File: config.mk
export PLATFORM = sky130hd
export DESIGN_NAME = mem_access_stage
export DESIGN_NICKNAME = d
export VERILOG_FILES = /design/src/rtl/mem_access_stage_pkg.sv /design/src/rtl/mem_lane_align.sv /design/src/rtl/mem_access_stage.sv
export SDC_FILE = /design/constraint.sdc
export NUM_CORES = 1
export LEC_CHECK = 0
export ABC_AREA = 1
export BUFFER_PORTS_ARGS = -buffer_cell sky130_fd_sc_hd__buf_2
export CAP_MARGIN = 10
export CORE_ASPECT_RATIO = 0.6
export CORE_MARGIN = 3
export CORE_UTILIZATION = 30
export CTS_BUF_LIST = sky130_fd_sc_hd__clkbuf_8 sky130_fd_sc_hd__clkbuf_16
export DETAILED_ROUTE_END_ITERATION = 7
export PLACE_DENSITY = 0.52
export SYNTH_ARGS = -nofsm -noshare
export SYNTH_HDL_FRONTEND = slang
export SYNTH_SLANG_ARGS = --single-unit
File: constraint.sdc
create_clock -name clk -period 2.13 [get_ports clk]
set_input_delay 0.426 -clock clk [delete_from_list [all_inputs] [get_ports clk]]
set_output_delay 0.426 -clock clk [all_outputs]
set_load 0.01 [all_outputs]
File: src/rtl/mem_access_stage_pkg.sv
// Shared definitions for the MEM stage: RV32I load/store funct3 codes,
// error-cause codes, FSM state encoding and legality/alignment helpers.
package mem_access_stage_pkg;

    // Load encodings
    localparam logic [2:0] F3_LB  = 3'b000;
    localparam logic [2:0] F3_LH  = 3'b001;
    localparam logic [2:0] F3_LW  = 3'b010;
    localparam logic [2:0] F3_LBU = 3'b100;
    localparam logic [2:0] F3_LHU = 3'b101;

    // Store encodings
    localparam logic [2:0] F3_SB  = 3'b000;
    localparam logic [2:0] F3_SH  = 3'b001;
    localparam logic [2:0] F3_SW  = 3'b010;

    // Error causes reported on mem_err_cause_o
    localparam logic [1:0] CAUSE_MISALIGN = 2'b01;
    localparam logic [1:0] CAUSE_TIMEOUT  = 2'b10;
    localparam logic [1:0] CAUSE_ILLEGAL  = 2'b11;

    typedef enum logic {
        ST_IDLE = 1'b0,
        ST_BUSY = 1'b1
    } state_t;

    // Stores only have byte/half/word; loads add the unsigned byte/half forms.
    function automatic logic funct3_legal(input logic is_store, input logic [2:0] f3);
        logic ok;
        if (is_store)
            ok = (f3 == F3_SB) || (f3 == F3_SH) || (f3 == F3_SW);
        else
            ok = (f3 == F3_LB) || (f3 == F3_LH) || (f3 == F3_LW) ||
                 (f3 == F3_LBU) || (f3 == F3_LHU);
        return ok;
    endfunction

    // Access size is carried in funct3[1:0] for both loads and stores.
    function automatic logic addr_aligned(input logic [2:0] f3, input logic [1:0] lo);
        logic ok;
        case (f3[1:0])
            2'b01:   ok = ~lo[0];
            2'b10:   ok = (lo == 2'b00);
            default: ok = 1'b1;
        endcase
        return ok;
    endfunction

endpackage

File: src/rtl/mem_lane_align.sv
// Byte-lane steering for stores and lane extraction / extension for loads.
// Purely combinational so it can be shared with a future cache front end.
module mem_lane_align
    import mem_access_stage_pkg::*;
(
    input  logic [2:0]  funct3,
    input  logic [1:0]  addr_lo,
    input  logic [31:0] store_data,
    input  logic [31:0] rdata,
    output logic [3:0]  be,
    output logic [31:0] wdata,
    output logic [31:0] load_data
);

    function automatic logic [31:0] sext8(input logic [7:0] b);
        logic signed [7:0] sb;
        sb = signed'(b);
        return 32'(sb);
    endfunction

    function automatic logic [31:0] sext16(input logic [15:0] h);
        logic signed [15:0] sh;
        sh = signed'(h);
        return 32'(sh);
    endfunction

    logic [7:0]  lane_byte;
    logic [15:0] lane_half;

    // Select the addressed byte and halfword out of the returned word
    always_comb begin
        lane_byte = rdata[{addr_lo, 3'b000} +: 8];
        lane_half = addr_lo[1] ? rdata[31:16] : rdata[15:0];
    end

    // Store steering: replicate the datum so every enabled lane carries it
    always_comb begin
        be    = 4'b1111;
        wdata = store_data;
        case (funct3[1:0])
            F3_SB[1:0]: begin
                be    = 4'b0001 << addr_lo;
                wdata = {4{store_data[7:0]}};
            end
            F3_SH[1:0]: begin
                be    = 4'b0011 << addr_lo;
                wdata = {2{store_data[15:0]}};
            end
            F3_SW[1:0]: begin
                be    = 4'b1111;
                wdata = store_data;
            end
            default: ;
        endcase
    end

    // Load extraction with sign or zero extension
    always_comb begin
        case (funct3)
            F3_LB:   load_data = sext8(lane_byte);
            F3_LH:   load_data = sext16(lane_half);
            F3_LBU:  load_data = {24'h0, lane_byte};
            F3_LHU:  load_data = {16'h0, lane_half};
            F3_LW:   load_data = rdata;
            default: load_data = rdata;
        endcase
    end

endmodule

File: src/rtl/mem_access_stage.sv
// MEM pipeline stage. Non-memory instructions pass straight through to the
// MEM/WB register in the same cycle; loads and stores are accepted in IDLE,
// then held in BUSY until the data memory answers or the bus times out.
module mem_access_stage
    import mem_access_stage_pkg::*;
#(
    parameter int TIMEOUT_CYCLES = 255,
    parameter int CNT_W          = 8
)(
    input  logic        clk,
    input  logic        rst_n,
    input  logic        valid_i,
    input  logic        mem_read_i,
    input  logic        mem_write_i,
    input  logic [2:0]  funct3_i,
    input  logic [31:0] alu_result_i,
    input  logic [31:0] store_data_i,
    input  logic        reg_write_i,
    input  logic [4:0]  reg_write_data_addr_i,
    output logic        dmem_req_o,
    output logic        dmem_we_o,
    output logic [31:0] dmem_addr_o,
    output logic [3:0]  dmem_be_o,
    output logic [31:0] dmem_wdata_o,
    input  logic        dmem_ready_i,
    input  logic [31:0] dmem_rdata_i,
    output logic [31:0] reg_write_data_o,
    output logic        reg_write_o,
    output logic [4:0]  reg_write_data_addr_o,
    output logic        stall_o,
    output logic        mem_err_o,
    output logic [1:0]  mem_err_cause_o
);

    state_t state, state_next;
    logic [CNT_W-1:0] cnt;

    // Request fields captured on accept and replayed for the whole BUSY period
    logic [31:0] addr_p1;
    logic [2:0]  f3_p1;
    logic        we_p1;
    logic [3:0]  be_p1;
    logic [31:0] wdata_p1;
    logic [4:0]  rd_p1;
    logic        rw_p1;

    logic mem_op, f3_ok, aligned, accept, cnt_last;

    logic [2:0]  align_f3;
    logic [1:0]  align_lo;
    logic [3:0]  align_be;
    logic [31:0] align_wdata, align_load;

    logic        req, we, wb_en, stall, err;
    logic [31:0] addr_out, wdata_out, wb_data;
    logic [3:0]  be_out;
    logic [4:0]  wb_rd;
    logic [1:0]  err_cause;

    assign mem_op   = valid_i & (mem_read_i | mem_write_i);
    assign f3_ok    = funct3_legal(mem_write_i, funct3_i);
    assign aligned  = addr_aligned(funct3_i, alu_result_i[1:0]);
    assign accept   = (state == ST_IDLE) & mem_op & f3_ok & aligned;
    assign cnt_last = (cnt == CNT_W'(TIMEOUT_CYCLES - 1));

    // In IDLE the aligner steers the incoming store; in BUSY it extracts the load
    assign align_f3 = (state == ST_BUSY) ? f3_p1 : funct3_i;
    assign align_lo = (state == ST_BUSY) ? addr_p1[1:0] : alu_result_i[1:0];

    mem_lane_align u_align (
        .funct3     (align_f3),
        .addr_lo    (align_lo),
        .store_data (store_data_i),
        .rdata      (dmem_rdata_i),
        .be         (align_be),
        .wdata      (align_wdata),
        .load_data  (align_load)
    );

    // FSM state register and bus-timeout counter
    always_ff @(posedge clk or negedge rst_n) begin
        if (!rst_n) begin
            state <= ST_IDLE;
            cnt   <= '0;
        end else begin
            state <= state_next;
            if (state == ST_BUSY && !dmem_ready_i && !cnt_last)
                cnt <= cnt + 1'b1;
            else
                cnt <= '0;
        end
    end

    // Capture the request when a legal, aligned memory op is accepted
    always_ff @(posedge clk or negedge rst_n) begin
        if (!rst_n) begin
            addr_p1  <= '0;
            f3_p1    <= '0;
            we_p1    <= 1'b0;
            be_p1    <= '0;
            wdata_p1 <= '0;
            rd_p1    <= '0;
            rw_p1    <= 1'b0;
        end else if (accept) begin
            addr_p1  <= alu_result_i;
            f3_p1    <= funct3_i;
            we_p1    <= mem_write_i;
            be_p1    <= align_be;
            wdata_p1 <= align_wdata;
            rd_p1    <= reg_write_data_addr_i;
            rw_p1    <= reg_write_i;
        end
    end

    // Next state, memory request, write-back, stall and error generation
    always_comb begin
        state_next = state;
        req        = 1'b0;
        we         = 1'b0;
        addr_out   = '0;
        be_out     = '0;
        wdata_out  = '0;
        wb_data    = alu_result_i;
        wb_en      = 1'b0;
        wb_rd      = reg_write_data_addr_i;
        stall      = 1'b0;
        err        = 1'b0;
        err_cause  = 2'b00;
        if (state == ST_IDLE) begin
            if (!mem_op) begin
                wb_en = valid_i & reg_write_i;
            end else if (!f3_ok) begin
                err       = 1'b1;
                err_cause = CAUSE_ILLEGAL;
            end else if (!aligned) begin
                err       = 1'b1;
                err_cause = CAUSE_MISALIGN;
            end else begin
                stall      = 1'b1;
                state_next = ST_BUSY;
            end
        end else begin
            req       = 1'b1;
            we        = we_p1;
            addr_out  = {addr_p1[31:2], 2'b00};
            be_out    = be_p1;
            wdata_out = wdata_p1;
            wb_rd     = rd_p1;
            wb_data   = align_load;
            if (dmem_ready_i) begin
                state_next = ST_IDLE;
                wb_en      = rw_p1 & ~we_p1;
            end else if (cnt_last) begin
                state_next = ST_IDLE;
                err        = 1'b1;
                err_cause  = CAUSE_TIMEOUT;
            end else begin
                stall = 1'b1;
            end
        end
    end

    // Everything is forced low while reset is held, including the pass-through path
    assign dmem_req_o            = rst_n & req;
    assign dmem_we_o             = rst_n & we;
    assign dmem_addr_o           = rst_n ? addr_out : '0;
    assign dmem_be_o             = rst_n ? be_out : '0;
    assign dmem_wdata_o          = rst_n ? wdata_out : '0;
    assign reg_write_data_o      = rst_n ? wb_data : '0;
    assign reg_write_o           = rst_n & wb_en;
    assign reg_write_data_addr_o = rst_n ? wb_rd : '0;
    assign stall_o               = rst_n & stall;
    assign mem_err_o             = rst_n & err;
    assign mem_err_cause_o       = rst_n ? err_cause : '0;

endmodule
==> impl_metrics.csv <==
group,metric,value,unit
timing,timing.final.crit_share,114,%
routing,route.met3.wl,1720,um
global_route,grt_usage,19.7,%
yosys,yosysSeqAreaShare,39.7,%
placement,numPortBuffers,220,
worst_setup_path,path_delay_family,"simple AND/OR/NAND/NOR gates",
yosys,synth_area_leaders,"dfrtp_1, nand2_1, o21ai_0",
routing,wl,20300,um
routing,highest_layer,"met4",
cells_and_area,fin_area,7820,sq um
routing,routed_via_density,4.57,
routing,wl_met2,7610,um
worst_setup_path,reg2reg_depth,9,
clock_network,insertion_delay,0.34,ns
yosys,synth_top_area_share,39.7,%
yosys,netlist_area,5490,sq um
cells_and_area,diodes,0,
cells_and_area,drive_gt1_share,32.3,%
global_route,grt.overflow.total,0,
timing,hold_slack,0.196,ns
placement,placedCellCount,1309,
timing,max_freq,412,MHz
cells_and_area,areaGrowthSynthToFinish,42.4,%
worst_setup_path,cpPeakStageDelay,0.47,ns
placement,gp_congestion,0.861,
cells_and_area,nets,1212,
global_route,grt_first_pass_wirelength,31900,um
floorplan,ios,223,
power,worst_ir_drop_vdd,0.374,mV
hold_path,hold_class,"in2async",
yosys,yosys.cell_types.count,29,
cells_and_area,final_cells,1335,
routing,first_pass_iters,5,
yosys,synth_flop_cell,"dfrtp_1",
yosys,synth_area_leader_cell,"dfrtp_1",
floorplan,die_area,20000,sq um
cells_and_area,multiInputGateArea,2840,sq um
global_route,antenna_found_initial,0,
placement,placed_area,7130,sq um
floorplan,dieHeight,111,um
timing,hold_viol,0,
yosys,netlist_instances,853,
power,power.density,763,nW/um^2
run_status,violations,"negative setup slack",
timing,clock_skew,0.0112,ns
worst_setup_path,path_cells,"buf_8, nand2_4, nand2_2, nand2_2, nand3_4, nand3_4, nand3_4, clkbuf_16, nand2_1, nand2_1, buf_2",
timing,period_needed,2.43,ns
worst_setup_path,worstPathMaxFanout,8,
yosys,synth_edf_count,0,
worst_setup_path,critical_path_buf_inv_count,3,
run,maxCapViolations,0,
clock_network,cts_max_level,3,
clock_network,ctsRootBufferMaster,"clkbuf_16",
yosys,synthTopCellsByCount,"nand2_1, nor2_1, inv_1",
timing,setup_slack,-0.295,ns
yosys,synth.avg_cell_area,6.44,sq um
run_status,status,"finished, violations left",
yosys,synthArstFlopShare,100,%
routing,ant_nets,0,
floorplan,core_area,17500,sq um
worst_setup_path,crit_top_cell,"nand3_4",
yosys,synth.ff_latch_count,87,
global_route,grt_pass1_vias,5736,
routing,wl_met1,10900,um
cells_and_area,register_area,2180,sq um
floorplan,die_w,181,um
worst_setup_path,path_class,"reg2out",
routing,drt_iter0_markers,465,
worst_setup_path,crit_cells,11,
timing,rsz0062_at_grt,"yes",
global_route,grt_max_degree,77,
clock_network,tritoncts.num_buffers,9,
worst_setup_path,start_kind,"flip-flop",
worst_setup_path,cp_slowest_cell,"dfrtp_2",
timing,slew_viol_final,0,
clock_network,path_clk_slew,0.07,ns
floorplan,core.rowCount,37,
yosys,synth_most_common_cell,"nand2_1",
floorplan,start_util,31.3,%
routing,vias,6104,
worst_setup_path,arrival,2.00,ns
cells_and_area,nFillCells,1885,
routing,drc_errors,0,
routing,wl_per_cell,15.2,um
yosys,yosysWarnings,0,
clock_network,clock_sinks,87,
placement,dp_hpwl,15300,um
clock_network,clockBufferDepth,2,
timing,finalSetupViolCount,39,
power,p_leak,4.32,nW
worst_setup_path,crit_required,1.70,ns
clock_network,cts_tree,"done",
worst_setup_path,crit_path_end_kind,"primary output",
report_power, final:
| group | total [W] | switching [W] | internal [W] |
|---|---|---|---|
| registers | 0.00228 | 0.000173 | 0.00210 |
| logic | 0.00195 | 0.00119 | 0.000754 |
| clock network | 0.00174 | 0.000713 | 0.00103 |
registers in the layout, summed over array words and instances (netlist names):
signal    flops
addr_p1      32
wdata_p1     32
cnt           8
rd_p1         5
be_p1         4
f3_p1         3
rw_p1         1
state         1
we_p1         1
metal layers:
layer | vias up | track usage [%]
met5 | - | 0
met4 | 0 | 2.86
met3 | 11 | 4.82
met2 | 240 | 25.3
met1 | 2736 | 32.8
li1 | 3117 | -
what timing repair did:
item,in CTS,in global routing
cloned,1,1
endpoints found under the hold margin,3,0
pin swaps,1,13
hold buffers,1,0
setup endpoints to repair,88,95
buffers inserted,4,7
gates resized for setup,37,50
area by class of cell:
cell class / instances / area share, %
clock buffers: 9 / 2.88
clock inverters: 7 / 1.23
inverters: 129 / 6.35
multi-input cells: 593 / 36.4
flip-flops and latches: 87 / 27.9
well taps: 234 / 3.74
repair buffers: 276 / 21.5
placed cells by master (no fill, tap or decap), types with 4 or more instances in the layout:
master and instances:
nand2_4 7, buf_6 7, a21oi_1 17, nor3_1 4, nand2_1 227, inv_2 6
dfrtp_1 84, buf_12 7, buf_2 218, nor2_2 8, nand3_1 34, inv_1 120
o211ai_1 11, o21ai_1 11, nor2_1 118, a21oi_2 5, clkbuf_16 10, o21ai_0 104
ha_1 5, nand2_2 17, buf_4 39
cell families after synthesis:
logic type / count (synthesis) / share of synthesized area [%]
AO/OA/AOI/OAI: 153 / 14.7
adder cells (fa/ha/maj): 5 / 1.14
other: 1 / 0.0683
AND/OR/NAND/NOR: 432 / 31.4
XOR/XNOR: 1 / 0.160
buffers and inverters: 174 / 12.9
flip-flops: 87 / 39.7
metrics by stage:
step | power (W) | setup TNS [ns] | util (%) | setup WS (ns)
after floorplan | 0.00331 | 0 | - | 0.241
after global placement | 0.00406 | -0.00985 | 40.6 | -0.00823
after detailed placement | 0.00406 | 0 | 40.6 | 0.0154
after CTS | 0.00592 | -6.22 | 43.4 | -0.234
after global routing | 0.00639 | -15.94 | 44.6 | -0.389
final | 0.00597 | -7.59 | 44.6 | -0.295
path summary, 6_finish.rpt:
path | to | slack, ns | startpoint
setup / recovery | reg_write_data_o[24] | -0.30 | state$_DFF_PN0_
hold / removal | addr_p1[13]$_DFFE_PN0P_ | 0.20 | rst_n
setup reg to reg | wdata_p1[21]$_DFFE_PN0P_ | 0.36 | state$_DFF_PN0_
hold reg to reg | cnt[0]$_DFF_PN0_ | 0.49 | cnt[0]$_DFF_PN0_
max in group asynchronous | f3_p1[1]$_DFFE_PN0P_ | 1.23 | rst_n
min in group clk | addr_p1[15]$_DFFE_PN0P_ | 0.31 | alu_result_i[15]
(Power assumes the default switching activity.)
